File: src/rtl/decode_pkg.sv
// Shared RV32I decode types: opcode constants, control bundle and immediate selector.
// The DECODE_M_EXT_EN macro (used in decode_stage) enables muldiv; the field exists in every build.
package decode_pkg;

    localparam logic [6:0] OPC_LOAD   = 7'h03;
    localparam logic [6:0] OPC_OP_IMM = 7'h13;
    localparam logic [6:0] OPC_AUIPC  = 7'h17;
    localparam logic [6:0] OPC_STORE  = 7'h23;
    localparam logic [6:0] OPC_OP_R   = 7'h33;
    localparam logic [6:0] OPC_LUI    = 7'h37;
    localparam logic [6:0] OPC_BRANCH = 7'h63;
    localparam logic [6:0] OPC_JALR   = 7'h67;
    localparam logic [6:0] OPC_JAL    = 7'h6F;

    typedef struct packed {
        logic branch;
        logic jal;
        logic jalr;
        logic lui;
        logic auipc;
        logic op_r;
        logic op_imm;
        logic load;
        logic store;
        logic muldiv;
        logic illegal;
    } ctrl_t;

    typedef enum logic [2:0] {
        IMM_NONE,
        IMM_I,
        IMM_S,
        IMM_B,
        IMM_U,
        IMM_J
    } imm_sel_t;

endpackage

File: src/rtl/decode_if.sv
// Upstream/downstream handshake bundle of the decode stage, including the pipeline flush.
// master = fetch/consumer side, slave = decode_stage.
interface decode_if
    import decode_pkg::*;
#(
    parameter int XLEN = 32,
    parameter int PC_W = 32
);
    logic            flush;
    logic            in_valid;
    logic            in_ready;
    logic [31:0]     in_instr;
    logic [PC_W-1:0] in_pc;
    logic            out_valid;
    logic            out_ready;
    logic [PC_W-1:0] out_pc;
    ctrl_t           out_ctrl;
    logic [4:0]      out_rd;
    logic [4:0]      out_rs1;
    logic [4:0]      out_rs2;
    logic [2:0]      out_funct3;
    logic [6:0]      out_funct7;
    logic [XLEN-1:0] out_imm;

    modport master (
        output flush, in_valid, in_instr, in_pc, out_ready,
        input  in_ready, out_valid, out_pc, out_ctrl, out_rd, out_rs1, out_rs2,
               out_funct3, out_funct7, out_imm
    );

    modport slave (
        input  flush, in_valid, in_instr, in_pc, out_ready,
        output in_ready, out_valid, out_pc, out_ctrl, out_rd, out_rs1, out_rs2,
               out_funct3, out_funct7, out_imm
    );
endinterface

File: src/rtl/decode_imm_gen.sv
// Combinational RV32I immediate generator; every format is sign-extended from instr[31].
// Only instr[31:7] carries immediate bits, so the opcode field is not an input.
module imm_gen
    import decode_pkg::*;
#(
    parameter int XLEN = 32
) (
    input  logic [31:7]     i_instr,
    input  imm_sel_t        i_sel,
    output logic [XLEN-1:0] o_imm
);
    logic signed [31:0] w_imm32;

    always_comb begin
        w_imm32 = '0;
        case (i_sel)
            IMM_I:   w_imm32 = {{20{i_instr[31]}}, i_instr[31:20]};
            IMM_S:   w_imm32 = {{20{i_instr[31]}}, i_instr[31:25], i_instr[11:7]};
            IMM_B:   w_imm32 = {{19{i_instr[31]}}, i_instr[31], i_instr[7],
                                i_instr[30:25], i_instr[11:8], 1'b0};
            IMM_U:   w_imm32 = {i_instr[31:12], 12'b0};
            IMM_J:   w_imm32 = {{11{i_instr[31]}}, i_instr[31], i_instr[19:12],
                                i_instr[20], i_instr[30:21], 1'b0};
            default: w_imm32 = '0;
        endcase
    end

    // Signed size cast widens to XLEN by replicating bit 31.
    assign o_imm = XLEN'(w_imm32);
endmodule

File: src/rtl/decode_stage.sv
// Registered RV32I decode stage: class decode, illegal detection, output register plus one-entry skid.
// Define DECODE_M_EXT_EN to accept funct7=0x01 R-type encodings as muldiv instead of flagging them illegal.
module decode_stage
    import decode_pkg::*;
#(
    parameter int XLEN = 32,
    parameter int PC_W = 32
) (
    input  logic    clk,
    input  logic    rst,
    decode_if.slave bus
);
    typedef struct packed {
        logic [PC_W-1:0] pc;
        ctrl_t           ctrl;
        logic [4:0]      rd;
        logic [4:0]      rs1;
        logic [4:0]      rs2;
        logic [2:0]      funct3;
        logic [6:0]      funct7;
        logic [XLEN-1:0] imm;
    } payload_t;

    logic [31:0]     w_instr;
    logic [6:0]      w_opc;
    logic [2:0]      w_f3;
    logic [6:0]      w_f7;
    ctrl_t           w_ctrl;
    imm_sel_t        w_sel;
    logic [XLEN-1:0] w_imm;
    payload_t        w_dec_p0;
    logic            w_acc;
    logic            w_or_free;

    payload_t        r_or_p1;
    payload_t        r_sk_p1;
    logic            r_or_vld_p1;
    logic            r_sk_vld_p1;

    assign w_instr = bus.in_instr;
    assign w_opc   = w_instr[6:0];
    assign w_f3    = w_instr[14:12];
    assign w_f7    = w_instr[31:25];

    always_comb begin
        w_ctrl = '0;
        w_sel  = IMM_NONE;
        case (w_opc)
            OPC_LOAD: begin
                w_ctrl.load = 1'b1;
                w_sel       = IMM_I;
                if (w_f3 == 3'd3 || w_f3 == 3'd6 || w_f3 == 3'd7) w_ctrl.illegal = 1'b1;
            end
            OPC_OP_IMM: begin
                w_ctrl.op_imm = 1'b1;
                w_sel         = IMM_I;
            end
            OPC_AUIPC: begin
                w_ctrl.auipc = 1'b1;
                w_sel        = IMM_U;
            end
            OPC_STORE: begin
                w_ctrl.store = 1'b1;
                w_sel        = IMM_S;
                if (w_f3 >= 3'd3) w_ctrl.illegal = 1'b1;
            end
            OPC_OP_R: begin
                if (w_f7 == 7'h00) begin
                    w_ctrl.op_r = 1'b1;
                end else if (w_f7 == 7'h20) begin
                    w_ctrl.op_r = 1'b1;
                    if (w_f3 != 3'd0 && w_f3 != 3'd5) w_ctrl.illegal = 1'b1;
`ifdef DECODE_M_EXT_EN
                end else if (w_f7 == 7'h01) begin
                    w_ctrl.muldiv = 1'b1;
`endif
                end else begin
                    w_ctrl.illegal = 1'b1;
                end
            end
            OPC_LUI: begin
                w_ctrl.lui = 1'b1;
                w_sel      = IMM_U;
            end
            OPC_BRANCH: begin
                w_ctrl.branch = 1'b1;
                w_sel         = IMM_B;
                if (w_f3 == 3'd2 || w_f3 == 3'd3) w_ctrl.illegal = 1'b1;
            end
            OPC_JALR: begin
                w_ctrl.jalr = 1'b1;
                w_sel       = IMM_I;
                if (w_f3 != 3'd0) w_ctrl.illegal = 1'b1;
            end
            OPC_JAL: begin
                w_ctrl.jal = 1'b1;
                w_sel      = IMM_J;
            end
            default: w_ctrl.illegal = 1'b1;
        endcase
        if (w_instr[1:0] != 2'b11) w_ctrl.illegal = 1'b1;
        // An illegal entry carries no class flag and a zero immediate.
        if (w_ctrl.illegal) begin
            w_ctrl         = '0;
            w_ctrl.illegal = 1'b1;
            w_sel          = IMM_NONE;
        end
    end

    imm_gen #(.XLEN(XLEN)) u_imm_gen (
        .i_instr (w_instr[31:7]),
        .i_sel   (w_sel),
        .o_imm   (w_imm)
    );

    always_comb begin
        w_dec_p0        = '0;
        w_dec_p0.pc     = bus.in_pc;
        w_dec_p0.ctrl   = w_ctrl;
        w_dec_p0.rd     = w_instr[11:7];
        w_dec_p0.rs1    = w_instr[19:15];
        w_dec_p0.rs2    = w_instr[24:20];
        w_dec_p0.funct3 = w_f3;
        w_dec_p0.funct7 = w_f7;
        w_dec_p0.imm    = w_imm;
    end

    // p0 -> p1: in_ready depends only on the skid valid bit, never on out_ready.
    assign w_acc     = bus.in_valid && !r_sk_vld_p1;
    assign w_or_free = !r_or_vld_p1 || bus.out_ready;

    always_ff @(posedge clk or posedge rst) begin
        if (rst) begin
            r_or_vld_p1 <= 1'b0;
            r_sk_vld_p1 <= 1'b0;
            r_or_p1     <= '0;
            r_sk_p1     <= '0;
        end else if (bus.flush) begin
            r_or_vld_p1 <= 1'b0;
            r_sk_vld_p1 <= 1'b0;
        end else if (w_or_free) begin
            if (r_sk_vld_p1) begin
                r_or_p1     <= r_sk_p1;
                r_or_vld_p1 <= 1'b1;
                r_sk_vld_p1 <= 1'b0;
            end else if (w_acc) begin
                r_or_p1     <= w_dec_p0;
                r_or_vld_p1 <= 1'b1;
            end else begin
                r_or_vld_p1 <= 1'b0;
            end
        end else if (w_acc) begin
            r_sk_p1     <= w_dec_p0;
            r_sk_vld_p1 <= 1'b1;
        end
    end

    assign bus.in_ready   = !r_sk_vld_p1;
    assign bus.out_valid  = r_or_vld_p1;
    assign bus.out_pc     = r_or_p1.pc;
    assign bus.out_ctrl   = r_or_p1.ctrl;
    assign bus.out_rd     = r_or_p1.rd;
    assign bus.out_rs1    = r_or_p1.rs1;
    assign bus.out_rs2    = r_or_p1.rs2;
    assign bus.out_funct3 = r_or_p1.funct3;
    assign bus.out_funct7 = r_or_p1.funct7;
    assign bus.out_imm    = r_or_p1.imm;
endmodule

File: src/flat_wrapper.sv
// flat-port wrapper written by rule: the top's interface ports become plain ports
module decode_stage_flat import decode_pkg::*;
#(
    parameter int XLEN = 32,
    parameter int PC_W = 32
)
  (clk, rst, bus_flush, bus_in_valid, bus_in_instr, bus_in_pc, bus_out_ready, bus_in_ready, bus_out_valid, bus_out_pc, bus_out_ctrl, bus_out_rd, bus_out_rs1, bus_out_rs2, bus_out_funct3, bus_out_funct7, bus_out_imm);
  decode_if #(.XLEN(XLEN), .PC_W(PC_W)) bus_i ();
  input  logic clk;
  input  logic rst;
  input wire logic [$bits(bus_i.flush)-1:0] bus_flush;
  input wire logic [$bits(bus_i.in_valid)-1:0] bus_in_valid;
  input wire logic [$bits(bus_i.in_instr)-1:0] bus_in_instr;
  input wire logic [$bits(bus_i.in_pc)-1:0] bus_in_pc;
  input wire logic [$bits(bus_i.out_ready)-1:0] bus_out_ready;
  output wire logic [$bits(bus_i.in_ready)-1:0] bus_in_ready;
  output wire logic [$bits(bus_i.out_valid)-1:0] bus_out_valid;
  output wire logic [$bits(bus_i.out_pc)-1:0] bus_out_pc;
  output wire logic [$bits(bus_i.out_ctrl)-1:0] bus_out_ctrl;
  output wire logic [$bits(bus_i.out_rd)-1:0] bus_out_rd;
  output wire logic [$bits(bus_i.out_rs1)-1:0] bus_out_rs1;
  output wire logic [$bits(bus_i.out_rs2)-1:0] bus_out_rs2;
  output wire logic [$bits(bus_i.out_funct3)-1:0] bus_out_funct3;
  output wire logic [$bits(bus_i.out_funct7)-1:0] bus_out_funct7;
  output wire logic [$bits(bus_i.out_imm)-1:0] bus_out_imm;
  assign bus_i.flush = bus_flush;
  assign bus_i.in_valid = bus_in_valid;
  assign bus_i.in_instr = bus_in_instr;
  assign bus_i.in_pc = bus_in_pc;
  assign bus_i.out_ready = bus_out_ready;
  assign bus_in_ready = bus_i.in_ready;
  assign bus_out_valid = bus_i.out_valid;
  assign bus_out_pc = bus_i.out_pc;
  assign bus_out_ctrl = bus_i.out_ctrl;
  assign bus_out_rd = bus_i.out_rd;
  assign bus_out_rs1 = bus_i.out_rs1;
  assign bus_out_rs2 = bus_i.out_rs2;
  assign bus_out_funct3 = bus_i.out_funct3;
  assign bus_out_funct7 = bus_i.out_funct7;
  assign bus_out_imm = bus_i.out_imm;
  decode_stage #(.XLEN(XLEN), .PC_W(PC_W)) u_core (.clk(clk), .rst(rst), .bus(bus_i));
endmodule
File: config.mk
export PLATFORM = sky130hd
export DESIGN_NAME = decode_stage_flat
export DESIGN_NICKNAME = d
export VERILOG_FILES = /design/src/rtl/decode_pkg.sv /design/src/rtl/decode_if.sv /design/src/rtl/decode_imm_gen.sv /design/src/rtl/decode_stage.sv /design/src/flat_wrapper.sv
export SDC_FILE = /design/constraint.sdc
export NUM_CORES = 1
export LEC_CHECK = 0
export BUFFER_PORTS_ARGS = -buffer_cell sky130_fd_sc_hd__buf_4
export CELL_PAD_IN_SITES_DETAIL_PLACEMENT = 2
export CELL_PAD_IN_SITES_GLOBAL_PLACEMENT = 2
export CORE_MARGIN = 2
export CORE_UTILIZATION = 38
export CTS_BUF_LIST = sky130_fd_sc_hd__clkbuf_8
export CTS_CLUSTER_SIZE = 12
export DETAILED_ROUTE_END_ITERATION = 8
export PLACE_DENSITY_LB_ADDON = 0.1
export REMOVE_ABC_BUFFERS = 1
export SKIP_CTS_REPAIR_TIMING = 1
export SLEW_MARGIN = 10
export SYNTH_ARGS = -nofsm -noshare
export SYNTH_HDL_FRONTEND = slang
export SYNTH_SLANG_ARGS = --single-unit
File: constraint.sdc
create_clock -name clk -period 20.5 [get_ports clk]
set_clock_uncertainty 0.2 [all_clocks]
set_input_delay 3.075 -clock clk [delete_from_list [all_inputs] [get_ports clk]]
set_output_delay 3.075 -clock clk [all_outputs]
set_load 0.03 [all_outputs]
==> summary.md <==
| Metric | Value |
|---|---|
| Status | complete, no violations |
| Synth-to-Final Area Change | 21.41% |
| WL final | 27.13 mm |
| Power per cell area | 92.43 nW/um^2 |
| IO Count | 171 |
| Fin crit share | between 20% and 30% |
| Core area | 22570 um^2 |
| Final nets | between 1000 and 1500 |
| Slowest Stage Delay on Critical Path | ~800 ps |
| Cell Chain, Critical Path | buf_4 -> nor2b_1 -> or3_4 -> buf_4 -> or3_1 -> o21ai_0 -> a21oi_1 |
| Avg Inst Size Synth | 9.410 um^2 |
| Largest net degree at the start of global routing | 136 |
| Root Buffer | clkbuf_8 |
| Most frequent CP cell | buf_4 |
| Proportion of layout cells with a drive suffix above 1 | 21.16% |
| Syn Inst Count | 926 |
| DIE WIDTH | 155.4 um |
| Die area | around 24000 um^2 |
| Crit path buf inv count | 2 |
| Hold Path Class | flip-flop to flip-flop |
| Num rows | 55 |
| IR drop worst, VDD | 0.00003974 V |
| DP HPWL | 17.62 mm |
| Hold slack | 291.0 ps |
| Slowest stage cell, crit path | buf_4 |
| R2R Setup Slk | between 15000 and 20000 ps |
| Final hold violation count | 0 |
| Finished Layout Cells | 1358 |
| Die Span Y | 155.4 um |
| Family with the most delay on the worst path | simple AND/OR/NAND/NOR gates |
| Asr flop ratio synth | 100.0% |
| Total global-route track usage | a little under a quarter |
| Routability congestion estimate | 0.7394 |
| Setup_tns | 0 ps |
| CP arrival | 5530 ps |
| Post-synth cell types | 46 |
| Num CTS Buffers | 17 |
| Via density | between 5 and 6 |
| Final ANT Viol Nets | 0 |
| Synth Flop Type | dfrtp_1 |
| Global-route wire length before repair | around 44 mm |
| Final Max Tran Viols | 0 |
| Commonest cells after routing, fill and taps aside | nand2_1, dfrtp_1, buf_4, o21ai_0, a21oi_1 |
| Via count | 7297 |
| CP endpoint kind | flip-flop |
| Vias in the first global route | 8049 |
| Setup crit start kind | input pin |
| Max Cap Violations | 0 |
| Detailed-route wire length per cell | about 20 um |
| Antenna Diode Count | 0 |
| Skew-Pair Late Insertion Delay | 490 ps |
| Initial antenna violation count | 0 |
| Critical Path Fanout Max | 84 |
| Sink Count | 200 |
| Number of filler cells placed in the layout | 2486 |
| Setup violators final | 0 |
| Synthesized area | 8713 um^2 |
| Leakage power | 0.004994 uW |
| Register area share after synthesis | around 57% |
| Synth Register Bits | 200 |
| Min cycle time layout | 5310 ps |
| CTS tree | built |
| Slew HR | 33.51% |
| 1st-pass router iterations | 4 |
| H-Tree Depth | 4 |
| DRC errors left | 0 |
| Dpl cells | 1326 |
| First DRT Iteration DRCs | 237 |
| Initial Utilization | 38.60% |
| Commonest non-fill, non-tap cell in the layout | nand2_1 |
| # port buffers | 169 |
| Least-Margin Pin Slew | 997.3 ps |
| Post-synth EDFFs | 0 |
| Fmax | 188.3 MHz |
| CP Data Required Time | 20720 ps |
| WS Path Type | input pin to flip-flop |
| GRT Residual Overflow | 0 |
| Clock Pin Slew Worst Setup and Hold Paths | about 120 ps |
| Clock buffer depth | 2 |
| Total power | a little under 1000 uW |
| Synthesis warning total | 0 |
| RSZ-0062 raised after global routing | false |
==> through the flow <==
stage | setup WS, ps | utilization, % | area, um^2
floorplan | 11770 | - | 8448
global placement | 14820 | 45.10 | 10180
detailed placement | 14680 | 45.10 | 10180
CTS | 15170 | 46.87 | 10580
global route | 14950 | 46.87 | 10580
finish | 15190 | 46.87 | 10580
==> tightest hold or removal path, delay by kind of cell, from the launching register on <==
kind	cells	cell delay [ps]
AND/OR/NAND/NOR	2	100
flip-flops	1	360
==> cell families (layout without fill, tap and decap cells) <==
family,Yosys count,count (layout),share of synthesized area [%]
other,1,1,0.04304
buffers and inverters,73,220,3.475
AO/OA/AOI/OAI,205,205,13.28
AND/OR/NAND/NOR,388,388,18.98
XOR/XNOR,1,1,0.1005
multiplexers,58,58,6.677
flip-flops,200,200,57.44
==> cell type report <==
class | count | area, um^2 | share of cell area [%]
flip-flops and latches | 200 | 5009 | 47.34
repair buffers | 178 | 1336 | 12.63
well taps | 285 | 356.6 | 3.371
inverters | 10 | 45.04 | 0.4258
clock buffers | 17 | 234.0 | 2.212
clock inverters | 15 | 165.2 | 1.561
multi-input cells | 653 | 3433 | 32.45
==> metal layers <==
layer	share of wire, %	GRT usage, %	vias up
met5	0	0	-
met3	3.4	3.343	17
met1	45	31.30	3783
met4	0.88	4.456	0
met2	50	40.12	131
li1	-	-	3366
==> Yosys cell counts (2+ instances only) <==
master | count | area (um^2)
nor4_1 | 2 | 12.51
o21ai_0 | 107 | 535.5
nand2b_1 | 2 | 12.51
a31oi_1 | 2 | 12.51
nor3_1 | 9 | 45.04
nor3_2 | 4 | 40.04
a211oi_1 | 2 | 15.01
buf_4 | 2 | 15.01
o31ai_1 | 2 | 15.01
mux2i_1 | 57 | 570.6
buf_1 | 4 | 15.01
a21o_1 | 5 | 37.54
a22o_1 | 6 | 52.55
buf_2 | 16 | 80.08
nand3_1 | 2 | 10.01
dfrtp_1 | 200 | 5005
nand3b_1 | 4 | 30.03
a21oi_2 | 2 | 17.52
o21a_1 | 2 | 15.01
clkbuf_1 | 40 | 150.1
nand2_1 | 272 | 1021
a21oi_1 | 60 | 300.3
or3_1 | 23 | 143.9
a2bb2oi_1 | 2 | 17.52
inv_1 | 10 | 37.54
o22ai_1 | 6 | 37.54
nor2b_1 | 3 | 18.77
and3_1 | 7 | 43.79
nor2_1 | 53 | 198.9
a221o_1 | 4 | 40.04
==> power breakdown <==
group	switching [uW]	total [uW]	internal (uW)
logic	140	219	78.9
registers	38.2	496	458
clock network	161	263	102
total	339	978	639
==> final timing paths <==
check / from / end / cells past startpoint
max: bus_out_ready / u_core.bus.out_imm[19]$_DFFE_PP0P_ / 7
min: u_core.r_sk_p1[78]$_DFFE_PP0P_ / u_core.r_sk_p1[78]$_DFFE_PP0P_ / 2
max reg2reg: u_core.r_sk_vld_p1$_DFFE_PP0P_ / u_core.bus.out_imm[25]$_DFFE_PP0P_ / 7
min reg2reg: u_core.r_sk_p1[78]$_DFFE_PP0P_ / u_core.r_sk_p1[78]$_DFFE_PP0P_ / 2
max in group asynchronous: rst / u_core.bus.out_rs1[2]$_DFFE_PP0P_ / 3
min in group asynchronous: rst / u_core.bus.out_pc[17]$_DFFE_PP0P_ / 2
==> flip-flops by register name, indices dropped and copies added (netlist names) <==
| signal | flops |
|---|---|
| u_core.bus.out_rs2 | 5 |
| u_core.bus.out_rd | 5 |
| u_core.bus.out_imm | 32 |
| u_core.bus.out_valid | 1 |
| u_core.bus.out_funct7 | 7 |
| u_core.bus.out_pc | 32 |
| u_core.bus.out_ctrl | 10 |
| u_core.r_sk_p1 | 99 |
| u_core.r_sk_vld_p1 | 1 |
| u_core.bus.out_rs1 | 5 |
| u_core.bus.out_funct3 | 3 |
(Power assumes the default switching activity.)
